===== src/rtl/video_pkg.sv =====
// Shared video timing defaults, pixel/control types and swap FSM states.
package video_pkg;

  localparam int DEF_H_ACTIVE  = 640;
  localparam int DEF_H_FP      = 16;
  localparam int DEF_H_SYNC    = 96;
  localparam int DEF_H_BP      = 48;
  localparam int DEF_V_ACTIVE  = 480;
  localparam int DEF_V_FP      = 10;
  localparam int DEF_V_SYNC    = 2;
  localparam int DEF_V_BP      = 33;
  localparam int DEF_ADDR_W    = 20;
  localparam int DEF_RD_LAT    = 2;
  localparam int DEF_BUF1_BASE = 307200;

  function automatic int h_total(input int act, input int fp, input int sync, input int bp);
    return act + fp + sync + bp;
  endfunction

  function automatic int v_total(input int act, input int fp, input int sync, input int bp);
    return act + fp + sync + bp;
  endfunction

  typedef struct packed {
    logic [1:0] r;
    logic [1:0] g;
    logic [1:0] b;
  } pixel6;

  // Per-pixel control bits carried alongside the BRAM read latency.
  typedef struct packed {
    logic de;
    logic hs;
    logic vs;
    logic fs;
  } ctl_t;

  typedef enum logic {
    IDLE,
    PENDING
  } swap_state_t;

endpackage


===== src/rtl/video_timing.sv =====
// VGA raster counters with raw (undelayed) sync, active and frame strobes.
module video_timing
  import video_pkg::*;
#(
  parameter int H_ACTIVE = DEF_H_ACTIVE,
  parameter int H_FP     = DEF_H_FP,
  parameter int H_SYNC   = DEF_H_SYNC,
  parameter int H_BP     = DEF_H_BP,
  parameter int V_ACTIVE = DEF_V_ACTIVE,
  parameter int V_FP     = DEF_V_FP,
  parameter int V_SYNC   = DEF_V_SYNC,
  parameter int V_BP     = DEF_V_BP
) (
  input  logic clk,
  input  logic rst_n,
  input  logic en,
  output logic active,
  output logic hsync_raw,
  output logic vsync_raw,
  output logic first_px,
  output logic last_px,
  output logic eof
);

  localparam int HT = h_total(H_ACTIVE, H_FP, H_SYNC, H_BP);
  localparam int VT = v_total(V_ACTIVE, V_FP, V_SYNC, V_BP);
  localparam int HW = $clog2(HT);
  localparam int VW = $clog2(VT);

  localparam logic [HW-1:0] H_LAST  = HW'(HT - 1);
  localparam logic [VW-1:0] V_LAST  = VW'(VT - 1);
  localparam logic [HW-1:0] H_ACT   = HW'(H_ACTIVE);
  localparam logic [VW-1:0] V_ACT   = VW'(V_ACTIVE);
  localparam logic [HW-1:0] HS_BEG  = HW'(H_ACTIVE + H_FP);
  localparam logic [HW-1:0] HS_END  = HW'(H_ACTIVE + H_FP + H_SYNC);
  localparam logic [VW-1:0] VS_BEG  = VW'(V_ACTIVE + V_FP);
  localparam logic [VW-1:0] VS_END  = VW'(V_ACTIVE + V_FP + V_SYNC);

  logic [HW-1:0] h;
  logic [VW-1:0] v;

  // Advance the raster position once per pixel-clock enable.
  always_ff @(posedge clk or negedge rst_n) begin
    if (!rst_n) begin
      h <= '0;
      v <= '0;
    end else if (en) begin
      if (h == H_LAST) begin
        h <= '0;
        v <= (v == V_LAST) ? '0 : v + 1'b1;
      end else begin
        h <= h + 1'b1;
      end
    end
  end

  assign active    = (h < H_ACT) && (v < V_ACT);
  assign hsync_raw = !((h >= HS_BEG) && (h < HS_END));
  assign vsync_raw = !((v >= VS_BEG) && (v < VS_END));
  assign first_px  = (h == '0) && (v == '0);
  assign last_px   = (h == H_ACT - 1'b1) && (v == V_ACT - 1'b1);
  assign eof       = (h == H_LAST) && (v == V_LAST);

endmodule


===== src/rtl/fb_scanout.sv =====
// Frame-buffer scanout: linear read addressing, double-buffer swap,
// latency-matched control path and 6-to-12-bit colour expansion.
module fb_scanout
  import video_pkg::*;
#(
  parameter int H_ACTIVE  = DEF_H_ACTIVE,
  parameter int H_FP      = DEF_H_FP,
  parameter int H_SYNC    = DEF_H_SYNC,
  parameter int H_BP      = DEF_H_BP,
  parameter int V_ACTIVE  = DEF_V_ACTIVE,
  parameter int V_FP      = DEF_V_FP,
  parameter int V_SYNC    = DEF_V_SYNC,
  parameter int V_BP      = DEF_V_BP,
  parameter int ADDR_W    = DEF_ADDR_W,
  parameter int RD_LAT    = DEF_RD_LAT,
  parameter int BUF1_BASE = DEF_BUF1_BASE
) (
  input  logic              clk,
  input  logic              rst_n,
  input  logic              en,
  output logic [ADDR_W-1:0] rd_addr,
  input  logic [5:0]        rd_data,
  input  logic              swap_req,
  output logic              swap_ack,
  output logic              front_buf,
  output logic [3:0]        vga_r,
  output logic [3:0]        vga_g,
  output logic [3:0]        vga_b,
  output logic              hsync,
  output logic              vsync,
  output logic              de,
  output logic              frame_start
);

  localparam logic [ADDR_W-1:0] BASE1    = ADDR_W'(BUF1_BASE);
  localparam ctl_t              CTL_IDLE = '{de: 1'b0, hs: 1'b1, vs: 1'b1, fs: 1'b0};

  logic active, hs_raw, vs_raw, first_px, last_px, eof;

  video_timing #(
    .H_ACTIVE (H_ACTIVE),
    .H_FP     (H_FP),
    .H_SYNC   (H_SYNC),
    .H_BP     (H_BP),
    .V_ACTIVE (V_ACTIVE),
    .V_FP     (V_FP),
    .V_SYNC   (V_SYNC),
    .V_BP     (V_BP)
  ) u_timing (
    .clk       (clk),
    .rst_n     (rst_n),
    .en        (en),
    .active    (active),
    .hsync_raw (hs_raw),
    .vsync_raw (vs_raw),
    .first_px  (first_px),
    .last_px   (last_px),
    .eof       (eof)
  );

  swap_state_t state;
  logic        blocked;
  logic        req_ok;
  logic        take_swap;
  logic        next_front;

  // A request is only honoured once it has dropped after the previous ack.
  assign req_ok     = swap_req && !blocked;
  assign take_swap  = en && eof && ((state == PENDING) || req_ok);
  assign next_front = front_buf ^ take_swap;

  // Swap handshake: latch the request, perform it on the end-of-frame cycle.
  always_ff @(posedge clk or negedge rst_n) begin
    if (!rst_n) begin
      state     <= IDLE;
      front_buf <= 1'b0;
      swap_ack  <= 1'b0;
      blocked   <= 1'b0;
    end else begin
      swap_ack <= take_swap;
      if (take_swap) begin
        front_buf <= ~front_buf;
        state     <= IDLE;
        blocked   <= 1'b1;
      end else begin
        if (!swap_req) blocked <= 1'b0;
        if (en && (state == IDLE) && req_ok) state <= PENDING;
      end
    end
  end

  // Linear read address. It parks on the buffer base once the last visible
  // pixel has been fetched, and is reloaded at end of frame with the base
  // of whichever buffer will be displayed next.
  always_ff @(posedge clk or negedge rst_n) begin
    if (!rst_n) begin
      rd_addr <= '0;
    end else if (en) begin
      if (eof)          rd_addr <= next_front ? BASE1 : '0;
      else if (last_px) rd_addr <= front_buf ? BASE1 : '0;
      else if (active)  rd_addr <= rd_addr + 1'b1;
    end
  end

  ctl_t dly [RD_LAT];

  // Delay control bits by the BRAM read latency so they line up with rd_data.
  always_ff @(posedge clk or negedge rst_n) begin
    if (!rst_n) begin
      for (int unsigned i = 0; i < RD_LAT; i++) dly[i] <= CTL_IDLE;
    end else if (en) begin
      dly[0] <= '{de: active, hs: hs_raw, vs: vs_raw, fs: first_px};
      for (int unsigned i = 1; i < RD_LAT; i++) dly[i] <= dly[i-1];
    end
  end

  ctl_t  tail;
  pixel6 pix;
  assign tail = dly[RD_LAT-1];
  assign pix  = rd_data;

  // Output register: syncs, enables and colour expanded by bit replication.
  always_ff @(posedge clk or negedge rst_n) begin
    if (!rst_n) begin
      de          <= 1'b0;
      hsync       <= 1'b1;
      vsync       <= 1'b1;
      frame_start <= 1'b0;
      vga_r       <= '0;
      vga_g       <= '0;
      vga_b       <= '0;
    end else if (en) begin
      de          <= tail.de;
      hsync       <= tail.hs;
      vsync       <= tail.vs;
      frame_start <= tail.fs;
      vga_r       <= tail.de ? {pix.r, pix.r} : '0;
      vga_g       <= tail.de ? {pix.g, pix.g} : '0;
      vga_b       <= tail.de ? {pix.b, pix.b} : '0;
    end
  end

endmodule


===== config.mk =====
export PLATFORM = sky130hd
export DESIGN_NAME = fb_scanout
export DESIGN_NICKNAME = d
export VERILOG_FILES = /design/src/rtl/video_pkg.sv /design/src/rtl/video_timing.sv /design/src/rtl/fb_scanout.sv
export SDC_FILE = /design/constraint.sdc
export NUM_CORES = 1
export LEC_CHECK = 0
export ABC_AREA = 1
export CORE_UTILIZATION = 55
export CTS_CLUSTER_DIAMETER = 100
export CTS_CLUSTER_SIZE = 40
export DETAILED_ROUTE_END_ITERATION = 16
export PLACE_DENSITY_LB_ADDON = 0.05
export SETUP_SLACK_MARGIN = 0.4
export SYNTH_ARGS = -nofsm -noshare
export SYNTH_HDL_FRONTEND = slang
export SYNTH_SLANG_ARGS = --single-unit
export TNS_END_PERCENT = 30

===== constraint.sdc =====
create_clock -name clk -period 2.4 [get_ports clk]
set_clock_uncertainty 0.1 [all_clocks]
set_input_delay 0.24 -clock clk [delete_from_list [all_inputs] [get_ports clk]]
set_output_delay 0.24 -clock clk [all_outputs]
set_load 0.01 [all_outputs]

==> flow_metrics.env, run 1 <==
export IMPL_synth_top_cell_by_area="dfrtp_1"
export IMPL_critPathMaxFanout=5
export IMPL_reg2reg_depth=13
export IMPL_fmax_ghz=0.511
export IMPL_ff2ff_setup_slack_ns=0.44
export IMPL_synth_edf_count=0
export IMPL_drc=0
export IMPL_coreArea_mm2=0.00639
export IMPL_clkTransAtPathRegs_ns=0.07
export IMPL_worst_setup_path_type="reg2reg"
export IMPL_clock_sinks=62
export IMPL_rsz0062_at_grt="yes"
export IMPL_synthTopCellsByArea="dfrtp_1 38%, nand2_1 16%, nand3_1 5.7%"
export IMPL_die_area_mm2=0.00699
export IMPL_syn2layout_area_growth_pct=25.0
export IMPL_status="finished, final reports clean"
export IMPL_critPathCaptureType="register"
export IMPL_clockRootBuffer="clkbuf_8"
export IMPL_clockBufferDepth=2
export IMPL_final_antenna_net_count=0
export IMPL_hold_path_class="in2async"
export IMPL_min_period_ns=1.96
export IMPL_vdd_ir_drop_max_mv=0.538
export IMPL_htreeDepth=3
export IMPL_syn_inst=496
export IMPL_yosys_warnings=0
export IMPL_cts_tree="built"
export IMPL_ys_seq_area_share_pct=42.5
export IMPL_grt_max_degree=38
export IMPL_reg2reg_from="u_timing.v[0]"
export IMPL_grt_pass1_wl_mm=15.1
export IMPL_maxSlewViolCount=0
export IMPL_layout_drive_gt1_share_pct=16.1
export IMPL_combPwrFrac_pct=28.9
export IMPL_dr_total_vias=3435
export IMPL_async_flop_share_pct=100
export IMPL_timing_final_crit_share_pct=81.5
export IMPL_netSwitchingPower_mw=1.21
export IMPL_drt_total_wl_mm=9.49
export IMPL_antenna_found_initial=0
export IMPL_critPathLaunchType="register"
export IMPL_drtIter0Drc=230
export IMPL_synth_seq_cells=62
export IMPL_rows=29
export IMPL_finalHoldViolCount=0
export IMPL_yosysTopAreaCellShare_pct=38.2
export IMPL_drv_cap=0
export IMPL_start_util_pct=57.4
export IMPL_synth_cell_types=44
export IMPL_place_congestion=0.907
export IMPL_worst_r2r_endpoint="rd_addr[15]"
export IMPL_worst_path_buf_inv=3
export IMPL_syn_nets=511
export IMPL_swShare_pct=37.0
export IMPL_io_pins=48
export IMPL_required_ns=2.54
export IMPL_slew_headroom_pct=58.3
export IMPL_grt_overflow=0
export IMPL_num_antenna_cells=0
export IMPL_regArea_mm2=0.00156
export IMPL_routedWlPerCell_um=14.9
export IMPL_multiInputGateArea_mm2=0.00191
export IMPL_avgSynthCellArea_um2=7.39
export IMPL_p_clk_share_pct=27.1
export IMPL_pwr_share_seq_pct=44.0
export IMPL_die_w_um=83.6
export IMPL_grt_use_total_pct=27.4
export IMPL_critPathLaunch="u_timing.v[0]"
export IMPL_cp_common_cell="nand2_1"
export IMPL_p_leak_nw=2.17
export IMPL_path_delay_family="simple AND/OR/NAND/NOR gates"
export IMPL_place_port_buffers=47
export IMPL_dp_hpwl_mm=6.60
export IMPL_drt_first_pass_iters=5
export IMPL_synthFlopType="dfrtp_1"
export IMPL_p_int_mw=2.05
export IMPL_cp_data_arrival_time_ns=2.09
export IMPL_syn_area_mm2=0.00366
export IMPL_vias_per_cell=5.40
export IMPL_cp_cell_sequence="inv_2, ha_4, inv_1, nor2_2, nand3_2, inv_1, nand2_1, nor2_1, nor2_1, a21oi_1, nand2_1, nand2_1, nand2_1"
export IMPL_clock_latency_ns=0.35
export IMPL_grt_pass1_vias=3248
export IMPL_fin_tns_setup_ns=0
export IMPL_setup_viol=0
export IMPL_hold_ws_ns=0.347
export IMPL_final_nets=569
export IMPL_die_h_um=83.6
export IMPL_fillers=520
export IMPL_p_per_area_mw_per_mm2=711
export IMPL_slowest_delay_ns=0.41
export IMPL_crit_path_top_delay_cell="dfrtp_1"
export IMPL_tightest_slew_ns=0.626
export IMPL_cts_buffers=9
==> cell usage after synthesis (all sizes together), types with 3 or more instances <==
master / n
ha: 5
nor2: 64
a211oi: 3
nand3: 46
a21oi: 15
nor3: 12
dfstp: 6
dfrtp: 56
inv: 57
xor2: 8
nand4: 10
nand2: 161
clkbuf: 5
buf: 11
o31ai: 3
o21ai: 18
==> per-layer routing <==
layer	GRT usage (%)	vias up	routed length (µm)
met5	0	-	0
li1	-	1710	-
met4	14.5	0	310
met2	42.6	136	4430
met1	37.1	1558	4270
met3	4.06	31	481
==> power groups by stage <==
stage          Combinational [mW]  Sequential, mW  Clock (mW)
2_1_floorplan               0.544            1.41           0
3_3_place_gp                0.850            1.44           0
3_5_place_dp                0.861            1.44           0
4_1_cts                     0.875            1.42       0.892
5_1_grt                      1.03            1.46       0.926
6_report                    0.942            1.43       0.881
==> worst max-delay path by stage <==
stage / depth (start not counted) / to / slack (ns)
after floorplan: 12 / rd_addr[18] / 0.60
after global placement: 12 / rd_addr[18] / 0.33
after detailed placement: 12 / rd_addr[7] / 0.31
after CTS: 12 / rd_addr[7] / 0.40
after global routing: 13 / rd_addr[15] / 0.33
final: 13 / rd_addr[15] / 0.44
==> registers in the layout (all words and copies together) (netlist names), 2 cells and up <==
| signal | count |
|---|---|
| u_timing.v | 10 |
| u_timing.h | 10 |
| vga_b | 2 |
| vga_g | 2 |
| dly | 8 |
| rd_addr | 20 |
| vga_r | 2 |
==> layout make-up <==
class / instances / area share (%)
well taps: 77 / 2.10
inverters: 58 / 5.14
clock inverters: 4 / 0.683
repair buffers: 60 / 12.7
multi-input cells: 362 / 41.7
clock buffers: 12 / 3.39
repair inverters: 1 / 0.191
flip-flops and latches: 62 / 34.1
==> cell usage in the layout (no fill, tap or decap), types with 2 or more instances in the layout <==
cell type	Yosys	final
a211oi_1	3	3
a21oi_1	13	13
a21oi_2	2	2
buf_4	7	10
clkbuf_8	0	11
clkdlybuf4s50_1	0	46
clkinvlp_4	0	3
dfrtp_1	56	55
dfstp_2	6	6
ha_1	5	3
inv_1	52	50
inv_2	4	6
inv_6	0	2
nand2_1	152	148
nand2_2	7	10
nand2_4	2	2
nand2_8	0	3
nand3_1	42	39
nand3_2	3	6
nand4_1	9	9
nor2_1	55	49
nor2_2	6	10
nor2_4	2	4
nor3_1	10	10
nor3b_1	2	2
o21ai_0	16	15
o21ai_1	2	3
o21bai_1	2	2
o31ai_1	3	3
or2_2	2	2
xnor2_1	2	2
xor2_1	8	8
==> what timing repair did <==
action / 4_1_cts / 5_1_grt
cloned: 0 / 3
setup buffers: 0 / 6
hold buffers: 1 / 0
endpoints found under the setup margin: 14 / 22
endpoints found under the hold margin: 23 / 0
pin swaps: 0 / 10
resized for setup: 5 / 28
==> through the flow <==
step / setup slack [ns] / instances / util (%) / power, mW / cell area [µm²]
after floorplan: 0.601 / 496 / - / 1.96 / 3660
after global placement: 0.330 / 610 / 65.5 / 2.29 / 4190
after detailed placement: 0.307 / 610 / 65.5 / 2.30 / 4190
after CTS: 0.401 / 627 / 68.9 / 3.19 / 4400
after global routing: 0.334 / 636 / 71.7 / 3.42 / 4580
final: 0.443 / 636 / 71.7 / 3.25 / 4580
==> cell families after synthesis <==
logic type               share of synthesized area, %
XOR/XNOR                                         2.39
AO/OA/AOI/OAI                                    7.51
AND/OR/NAND/NOR                                  37.1
buffers and inverters                            8.74
adder cells (fa/ha/maj)                          1.71
flip-flops                                       42.5
(Power assumes the default switching activity.)
==> run 2: changes to the inputs <==
--- a/config.mk
+++ b/config.mk
@@ -6,7 +6,7 @@
 export NUM_CORES = 1
 export LEC_CHECK = 0
 export ABC_AREA = 1
-export CORE_UTILIZATION = 55
+export CORE_UTILIZATION = 50
 export CTS_CLUSTER_DIAMETER = 100
 export CTS_CLUSTER_SIZE = 40
 export DETAILED_ROUTE_END_ITERATION = 16
==> constraint.sdc (replaced) <==
create_clock -name clk -period 1.8 [get_ports clk]
set_clock_uncertainty 0.1 [all_clocks]
set_input_delay 0.18 -clock clk [delete_from_list [all_inputs] [get_ports clk]]
set_output_delay 0.18 -clock clk [all_outputs]
set_load 0.01 [all_outputs]
==> run 2 against run 1 <==
Effect of this change:
- the flow now finishes with violations (setup timing)
- register-to-register slack got worse by 0.47 ns
- largest power group unchanged
- combinational power is 58% higher
- routed wire length grew 5.3%
- critical path depth is 1 lower
- final cell count up 9.4%
- first-iteration DRC count fell by 24%
- final area increased by 13%
- sequential share of layout area is 3.9 points lower
- hold slack worse by 0.087 ns
- sequential power increased by 32%
- via count is 4.3% higher
- die area grew 9.7%
- highest routed layer unchanged
==> flow_metrics.env, run 2 (synthesized netlist as in run 1, its figures left out) <==
export IMPL_grt_pass1_wl_mm=16.0
export IMPL_drt_total_wl_mm=10.0
export IMPL_dp_hpwl_mm=6.88
export IMPL_p_per_area_mw_per_mm2=893
export IMPL_worst_r2r_endpoint="rd_addr[15]"
export IMPL_critPathCaptureType="register"
export IMPL_coreArea_mm2=0.00694
export IMPL_cts_tree="built"
export IMPL_htreeDepth=3
export IMPL_largest_register="rd_addr"
export IMPL_place_port_buffers=47
export IMPL_maxSlewViolCount=0
export IMPL_required_ns=1.93
export IMPL_routedWlPerCell_um=14.4
export IMPL_final_antenna_net_count=0
export IMPL_combPwrFrac_pct=32.2
export IMPL_min_period_ns=1.83
export IMPL_netSwitchingPower_mw=1.69
export IMPL_antenna_found_initial=0
export IMPL_largest_reg_flops=20
export IMPL_clockBufferDepth=2
export IMPL_final_nets=610
export IMPL_p_leak_nw=2.89
export IMPL_reg2reg_depth=12
export IMPL_critPathMaxFanout=3
export IMPL_pwr_share_seq_pct=40.8
export IMPL_clkTransAtPathRegs_ns=0.08
export IMPL_drc=0
export IMPL_worst_slack_ns=-0.0264
export IMPL_num_antenna_cells=0
export IMPL_finalHoldViolCount=0
export IMPL_reg2reg_from="u_timing.v[0]"
export IMPL_start_util_pct=52.8
export IMPL_p_clk_share_pct=27.0
export IMPL_io_pins=48
export IMPL_finalNonFillerCells=696
export IMPL_die_w_um=87.6
export IMPL_setup_viol=2
export IMPL_die_area_mm2=0.00768
export IMPL_clockRootBuffer="clkbuf_8"
export IMPL_p_int_mw=2.94
export IMPL_slew_headroom_pct=76.7
export IMPL_dpl_cell_count=668
export IMPL_clock_sinks=62
export IMPL_cts_buffers=9
export IMPL_syn2layout_area_growth_pct=41.7
export IMPL_grt_max_degree=63
export IMPL_tightest_slew_ns=0.346
export IMPL_status="complete, but fails checks"
export IMPL_rows=30
export IMPL_rsz0062_at_grt="yes"
export IMPL_violations="setup timing"
export IMPL_grt_use_total_pct=27.3
export IMPL_critPathLaunchType="register"
export IMPL_final_cell_mix="134 x nand2_1, 51 x dfrtp_1, 49 x buf_4"
export IMPL_vdd_ir_drop_max_mv=0.618
export IMPL_ff2ff_setup_slack_ns=-0.03
export IMPL_fin_area_mm2=0.00519
export IMPL_worst_setup_path_type="reg2reg"
export IMPL_placed_area_mm2=0.00451
export IMPL_die_h_um=87.6
export IMPL_drtIter0Drc=174
export IMPL_drt_first_pass_iters=5
export IMPL_layout_commonest_cell="nand2_1"
export IMPL_fin_tns_setup_ns=-0.0441
export IMPL_timing_final_crit_share_pct=101
export IMPL_fillers=524
export IMPL_top_regs="rd_addr x20, u_timing.h x10, u_timing.v x10"
export IMPL_grt_overflow=0
export IMPL_vias_per_cell=5.15
export IMPL_clock_latency_ns=0.34
export IMPL_fmax_ghz=0.548
export IMPL_layout_drive_gt1_share_pct=27.7
export IMPL_cp_data_arrival_time_ns=1.95
export IMPL_grt_pass1_vias=3403
export IMPL_drv_cap=0
export IMPL_dr_total_vias=3583
export IMPL_hold_path_class="in2async"
export IMPL_place_congestion=0.887
export IMPL_swShare_pct=36.6
==> run 2: worst max-delay path, cell delays in order, from the launching register on <==
cell     delay [ns]
dfrtp_1        0.43
buf_6          0.13
ha_4           0.12
inv_1          0.05
nor2_2         0.14
nand4_1        0.11
buf_4          0.15
nor2_1         0.08
nor2_1         0.06
a21oi_1        0.13
nand2_1        0.06
nand2_1        0.07
nand2_1        0.07
==> run 2: timing repair <==
item                                   4_1_cts  5_1_grt
setup endpoints to repair                   80       85
cloned                                       0        1
hold buffers                                 1        0
pin swaps                                   17       18
endpoints found under the hold margin       56        0
gates resized for setup                     33       84
setup buffers                                5        5
==> run 2: worst max path at each step <==
stage | slack (ns) | from | depth (start not counted) | to
2_1_floorplan | 0.08 | u_timing.v[0] | 12 | rd_addr[16]
3_3_place_gp | -0.005 | en | 9 | u_timing.h[9]
3_5_place_dp | -0.04 | en | 7 | u_timing.v[7]
4_1_cts | 0.01 | u_timing.v[0] | 12 | rd_addr[15]
5_1_grt | -0.13 | u_timing.v[0] | 12 | rd_addr[15]
6_report | -0.03 | u_timing.v[0] | 12 | rd_addr[15]
==> run 2: per-layer routing <==
layer	vias up	wire length [µm]	share of wire, %	track usage [%]
li1	1780	-	-	-
met1	1700	4480	45	35.7
met2	88	5000	50	46.7
met3	15	375	3.8	3.96
met4	0	140	1.4	8.94
met5	-	0	0	0
==> run 2: layout make-up <==
cell class	count	area, µm²	area share [%]
clock buffers	9	124	2.38
multi-input cells	360	2040	39.4
inverters	58	230	4.43
clock inverters	7	73.8	1.42
repair buffers	104	1040	19.9
flip-flops and latches	62	1570	30.1
well taps	96	120	2.31
==> run 2: power by group through the flow <==
stage	Sequential, mW	Clock (mW)	Combinational [mW]
floorplan	1.89	0	0.733
global placement	1.89	0	1.35
detailed placement	1.89	0	1.37
CTS	1.87	1.27	1.39
global route	1.93	1.32	1.65
finish	1.89	1.25	1.49
==> run 2: per-stage QoR <==
step / total power, mW / setup slack, ns / hold WS [ns] / util, %
after detailed placement: 3.26 / -0.0421 / 0.118 / 65.0
after global routing: 4.90 / -0.126 / 0.303 / 74.8
after global placement: 3.23 / -0.00501 / 0.117 / 65.0
after CTS: 4.53 / 0.0122 / 0.284 / 70.2
after floorplan: 2.62 / 0.0765 / -0.216 / -
final: 4.64 / -0.0264 / 0.260 / 74.8
==> run 3: changes to the inputs <==
--- a/config.mk
+++ b/config.mk
@@ -10,7 +10,7 @@
 export CTS_CLUSTER_DIAMETER = 100
 export CTS_CLUSTER_SIZE = 40
 export DETAILED_ROUTE_END_ITERATION = 16
-export PLACE_DENSITY_LB_ADDON = 0.05
+export PLACE_DENSITY = 0.76
 export SETUP_SLACK_MARGIN = 0.4
 export SYNTH_ARGS = -nofsm -noshare
 export SYNTH_HDL_FRONTEND = slang
==> constraint.sdc (replaced) <==
create_clock -name clk -period 1.8 [get_ports clk]
set_clock_uncertainty 0.1 [all_clocks]
set_input_delay 0.45 -clock clk [delete_from_list [all_inputs] [get_ports clk]]
set_output_delay 0.45 -clock clk [all_outputs]
set_load 0.01 [all_outputs]
==> run 3 against run 2 <==
Effect of this change:
- the run ends with hold timing, setup timing left
- register-to-register slack worse by 0.05 ns
- hold slack got worse by 0.27 ns
- sequential power is essentially flat
- largest cell class unchanged
==> flow_metrics.env, run 3 (synthesized netlist as in run 1, its figures left out) <==
export IMPL_drt_first_pass_iters=5
export IMPL_tightest_slew_ns=0.440
export IMPL_hold_path_class="in2async"
export IMPL_critPathCaptureType="register"
export IMPL_start_util_pct=52.8
export IMPL_largest_register="rd_addr"
export IMPL_largest_reg_flops=20
export IMPL_drt_total_wl_mm=10.6
export IMPL_coreArea_mm2=0.00694
export IMPL_htreeDepth=3
export IMPL_fmax_ghz=0.533
export IMPL_maxSlewViolCount=0
export IMPL_p_per_area_mw_per_mm2=918
export IMPL_clockRootBuffer="clkbuf_8"
export IMPL_p_leak_nw=2.63
export IMPL_multiInputGateArea_mm2=0.00209
export IMPL_slew_headroom_pct=70.4
export IMPL_ctsHoldBuffers=0
export IMPL_layout_commonest_cell="nand2_1"
export IMPL_syn2layout_area_growth_pct=44.8
export IMPL_rsz0062_at_grt="yes"
export IMPL_final_antenna_net_count=0
export IMPL_worst_setup_path_type="reg2reg"
export IMPL_rows=30
export IMPL_required_ns=1.95
export IMPL_die_h_um=87.6
export IMPL_grt_pass1_vias=3669
export IMPL_violations="hold timing, setup timing"
export IMPL_num_antenna_cells=0
export IMPL_clock_latency_ns=0.35
export IMPL_die_w_um=87.6
export IMPL_vias_per_cell=5.27
export IMPL_cts_tree="built"
export IMPL_hold_ws_ns=-0.00686
export IMPL_cp_data_arrival_time_ns=2.02
export IMPL_dpl_cell_count=672
export IMPL_fin_tns_setup_ns=-0.131
export IMPL_post_route_util_pct=76.4
export IMPL_grt_max_degree=63
export IMPL_clockBufferDepth=2
export IMPL_fin_area_mm2=0.00531
export IMPL_min_period_ns=1.88
export IMPL_place_ws_ns=-0.431
export IMPL_drv_cap=0
export IMPL_place_congestion=0.916
export IMPL_critPathLaunchType="register"
export IMPL_drtIter0Drc=292
export IMPL_finalHoldViolCount=4
export IMPL_vdd_ir_drop_max_mv=0.444
export IMPL_setup_viol=6
export IMPL_grt_pass1_wl_mm=17.1
export IMPL_drc=0
export IMPL_io_pins=48
export IMPL_worst_slack_ns=-0.0777
export IMPL_clkTransAtPathRegs_ns=0.08
export IMPL_antenna_found_initial=0
export IMPL_dr_total_vias=3818
export IMPL_dp_hpwl_mm=6.86
export IMPL_regArea_mm2=0.00157
export IMPL_routedWlPerCell_um=14.7
export IMPL_final_nets=639
export IMPL_fillers=470
export IMPL_power_total_mw=4.87
export IMPL_grt_overflow=0
export IMPL_layout_drive_gt1_share_pct=41.0
export IMPL_finalNonFillerCells=725
export IMPL_cts_buffers=9
export IMPL_top_regs="rd_addr x20, u_timing.h x10, u_timing.v x10"
export IMPL_die_area_mm2=0.00768
export IMPL_final_cell_mix="133 x nand2_1, 66 x buf_4, 46 x dfrtp_1"
export IMPL_clock_sinks=62
export IMPL_critPathMaxFanout=5
export IMPL_timing_final_crit_share_pct=104
export IMPL_place_port_buffers=47
export IMPL_status="complete, but fails checks"
export IMPL_grt_use_total_pct=29.3
export IMPL_placed_area_mm2=0.00454
-- run 3: cell types whose count changed in the layout (fill, tap and decap cells not counted), moves of 4 or more --
cell,delta
dlymetal6s2s_1,-33
buf_6,+27
buf_2,+26
buf_4,+17
inv_1,-7
inv_2,+7
clkdlybuf4s50_1,-6
nand3_1,-6
nand3_2,+6
dfrtp_1,-5
dfrtp_2,+5
a21oi_1,-4
a21oi_2,+4
-- run 3: per-layer routing --
| metal | GRT usage (%) | share of wire (%) | up-vias |
|---|---|---|---|
| met5 | 0 | 0 | - |
| met4 | 10.6 | 2.1 | 0 |
| met3 | 7.16 | 6.0 | 26 |
| met2 | 48.6 | 49 | 151 |
| met1 | 37.3 | 43 | 1808 |
| li1 | - | - | 1833 |
-- run 3: cell type report --
type                    instances  area share [%]
multi-input cells             360            39.4
flip-flops and latches         62            29.6
repair buffers                133            20.4
inverters                      58            4.48
clock buffers                  10            2.59
well taps                      96            2.26
clock inverters                 6            1.32
-- run 3: worst max-delay path: stages, from the launching register on --
cell and delay [ns]:
dfrtp_1 0.42, inv_2 0.10, ha_4 0.13, inv_2 0.03, nor2_2 0.08, nand3_2 0.13
nor2_8 0.18, nand2_4 0.08, nand2_4 0.09, nand2_8 0.08, nor2_2 0.09, nand3_1 0.12
nand2_1 0.09, inv_1 0.04
-- run 3: final timing paths --
path / startpoint / end / slack (ns) / cells past startpoint
worst max register to register: u_timing.v[0] / rd_addr[18] / -0.08 / 13
min in group clk: dly[6] / dly[2] / 0.37 / 2
max in group asynchronous: rst_n / dly[6] / 1.29 / 2
worst max-delay path: u_timing.v[0] / rd_addr[18] / -0.08 / 13
worst min register to register: dly[6] / dly[2] / 0.37 / 2
worst min-delay path: rst_n / vga_b[2] / -0.007 / 2
-- run 3: repair_timing --
action,in CTS,in global routing
pin swaps,20,35
buffers inserted,30,7
gates resized for setup,224,64
endpoints found under the setup margin,96,85
-- run 3: report_power, final --
part           leakage (nW)  internal (mW)  switching [mW]
logic                  1.81          0.747           0.924
registers             0.726           1.63           0.282
clock network        0.0951          0.683           0.608
==> variant: new RTL, config.mk and constraints of run 3 <==
Register the output `vsync` once more, with the module's reset; this adds one clock of latency there. The other outputs are not delayed to match.
--- a/src/rtl/fb_scanout.sv
+++ b/src/rtl/fb_scanout.sv
@@ -34,6 +34,8 @@
 
   localparam logic [ADDR_W-1:0] BASE1    = ADDR_W'(BUF1_BASE);
   localparam ctl_t              CTL_IDLE = '{de: 1'b0, hs: 1'b1, vs: 1'b1, fs: 1'b0};
+
+  logic vsync_s0;
 
   logic active, hs_raw, vs_raw, first_px, last_px, eof;
 
@@ -124,7 +126,7 @@
     if (!rst_n) begin
       de          <= 1'b0;
       hsync       <= 1'b1;
-      vsync       <= 1'b1;
+      vsync_s0    <= 1'b1;
       frame_start <= 1'b0;
       vga_r       <= '0;
       vga_g       <= '0;
@@ -132,7 +134,7 @@
     end else if (en) begin
       de          <= tail.de;
       hsync       <= tail.hs;
-      vsync       <= tail.vs;
+      vsync_s0    <= tail.vs;
       frame_start <= tail.fs;
       vga_r       <= tail.de ? {pix.r, pix.r} : '0;
       vga_g       <= tail.de ? {pix.g, pix.g} : '0;
@@ -140,5 +142,13 @@
     end
   end
 
+  always_ff @(posedge clk or negedge rst_n) begin
+    if (!rst_n) begin
+      vsync <= '0;
+    end else begin
+      vsync <= vsync_s0;
+    end
+  end
+
 endmodule
 
Behaviour: not the same (Yosys sat finds a counterexample within 4 cycles, from zero or initial values and one cycle with rst_n low).
==> variant against run 3 <==
Worst setup slack improved by 110 ps; routed wire length increased by 5.5%; critical path depth decreased by 2; synthesized area increased by 0.68%; final cell count increased by 0.28%; sequential share of layout area increased by 0.070 points; sequential cell count increased by 1; clock power decreased by 10%; power decreased by 0.82%; final area increased by 1.3%; largest cell class unchanged.
==> variant: results <==
group,metric,value,unit
status,status,"finished, final reports clean",
cells_and_area,fin_cells,727,
global_routing,grt_max_degree,27,
hold_path,min_path_type,"reg2reg",
placed_design,placed_cell_area,4550,µm²
critical_path,cp_top_family,"simple AND/OR/NAND/NOR gates",
drt,routed_wl,11.2,mm
drt,drt_first_iter_violations,261,
clock_tree,cts-root-buf,"clkbuf_8",
cells_and_area,final_nets,641,
drt,vias_per_cell,5.38,
critical_path,reg2reg_setup_slack,30,ps
critical_path,worst_setup_path_start_kind,"flop",
clock_tree,clk_path_buf_depth,2,
critical_path,timing.rr.start,"u_timing.v[0]",
placed_design,dp_hpwl,7.11,mm
cells_and_area,fill_cells,464,
yosys,synth.distinct_cells,44,
cells_and_area,layout-drive-gt1-share,0.415,
sta,fin_crit,1770,ps
cells_and_area,antenna_cells,0,
clock_tree,htreeDepth,3,
yosys,syn_avg_cell_area,7.42,µm²
yosys,syn_nets,512,
critical_path,r2r_cells,11,
yosys,ys_warn_count,0,
placed_design,preCtsSetupSlack,-232,ps
global_routing,grt_pass1_wl,17.1,mm
critical_path,worstSetupEndpoint,"rd_addr[14]",
critical_path,slowest_stage,"dfrtp_1",
placed_design,dp_cells,669,
yosys,ys_seq_area_frac,0.429,
power_and_ir_drop,p_switching,1.87,mW
yosys,synth_common_cells,"nand2_1 (152), dfrtp_1 (57), nor2_1 (55)",
placed_design,gp_congestion,0.927,
clock_tree,clock_latency,340,ps
global_routing,grtUsageTotal,0.289,
cells_and_area,multiInputGateArea,2180,µm²
critical_path,cp_max_fo,8,
critical_path,crit_arrival,1940,ps
clock_tree,path_clk_slew,80,ps
sta,relSlewSlack,0.694,
global_routing,grt_pass1_vias,3720,
power_and_ir_drop,ir_drop,0.437,mV
placed_design,port_buffers,47,
yosys,synthTopCellsByArea,"dfrtp_1 (39%), nand2_1 (15%), nand3_1 (5.7%)",
critical_path,critPathMaxStageDelay,400,ps
clock_tree,numCtsBuffers,9,
yosys,synthFlopType,"dfrtp_1",
yosys,async_flop_share,1.00,
power_and_ir_drop,leakagePower,2.69,nW
[variant: cell type report]
type                            instances  area share
Clock buffer                           10      0.0256
Multi-Input combinational cell        360       0.406
Clock inverter                          6     0.00838
Sequential cell                        63       0.297
Tap cell                               96      0.0223
Timing Repair inverter                  1     0.00116
Timing Repair Buffer                  133       0.196
Inverter                               58      0.0428
[variant: worst min path at each step]
| stage | startpoint | end | slack (ps) | cells past startpoint |
|---|---|---|---|---|
| floorplan | rst_n | blocked | 50 | 0 |
| global placement | vsync_s0 | vsync | 290 | 0 |
| detailed placement | vsync_s0 | vsync | 290 | 0 |
| CTS | vsync_s0 | vsync | 300 | 0 |
| global route | vsync_s0 | vsync | 310 | 0 |
| finish | vsync_s0 | vsync | 300 | 0 |
[variant: cells by family after synthesis]
family | synth area share
xor+xnor | 0.0237
simple gates | 0.369
buf+inv | 0.0868
flops | 0.429
fa+ha+maj | 0.0170
compound gates | 0.0746
[variant: what timing repair did]
action | 4_1_cts | 5_1_grt
gates resized for setup | 153 | 136
pin swaps | 15 | 25
endpoints found under the setup margin | 87 | 97
hold buffers | 1 | 0
buffers inserted | 31 | 8
cloned | 2 | 0
hold endpoints to repair | 11 | 0
[variant: power by group through the flow]
stage	sequential [mW]	combinational, mW	clock [mW]
global placement	1.92	1.32	0
finish	1.90	1.77	1.16
detailed placement	1.93	1.36	0
global route	1.92	1.92	1.23
floorplan	1.91	0.733	0
CTS	1.87	1.57	1.16
[variant: worst reg2reg max path: cells and delay by family (launching register included)]
kind | cells | cell delay [ps]
flops | 1 | 400
simple gates | 6 | 620
compound gates | 1 | 140
buf+inv | 3 | 290
fa+ha+maj | 1 | 130
[variant: layer usage]
metal,wire [µm],track usage
met4,301,0.124
met5,0,0
met1,4680,0.385
met3,796,0.0443
met2,5420,0.467
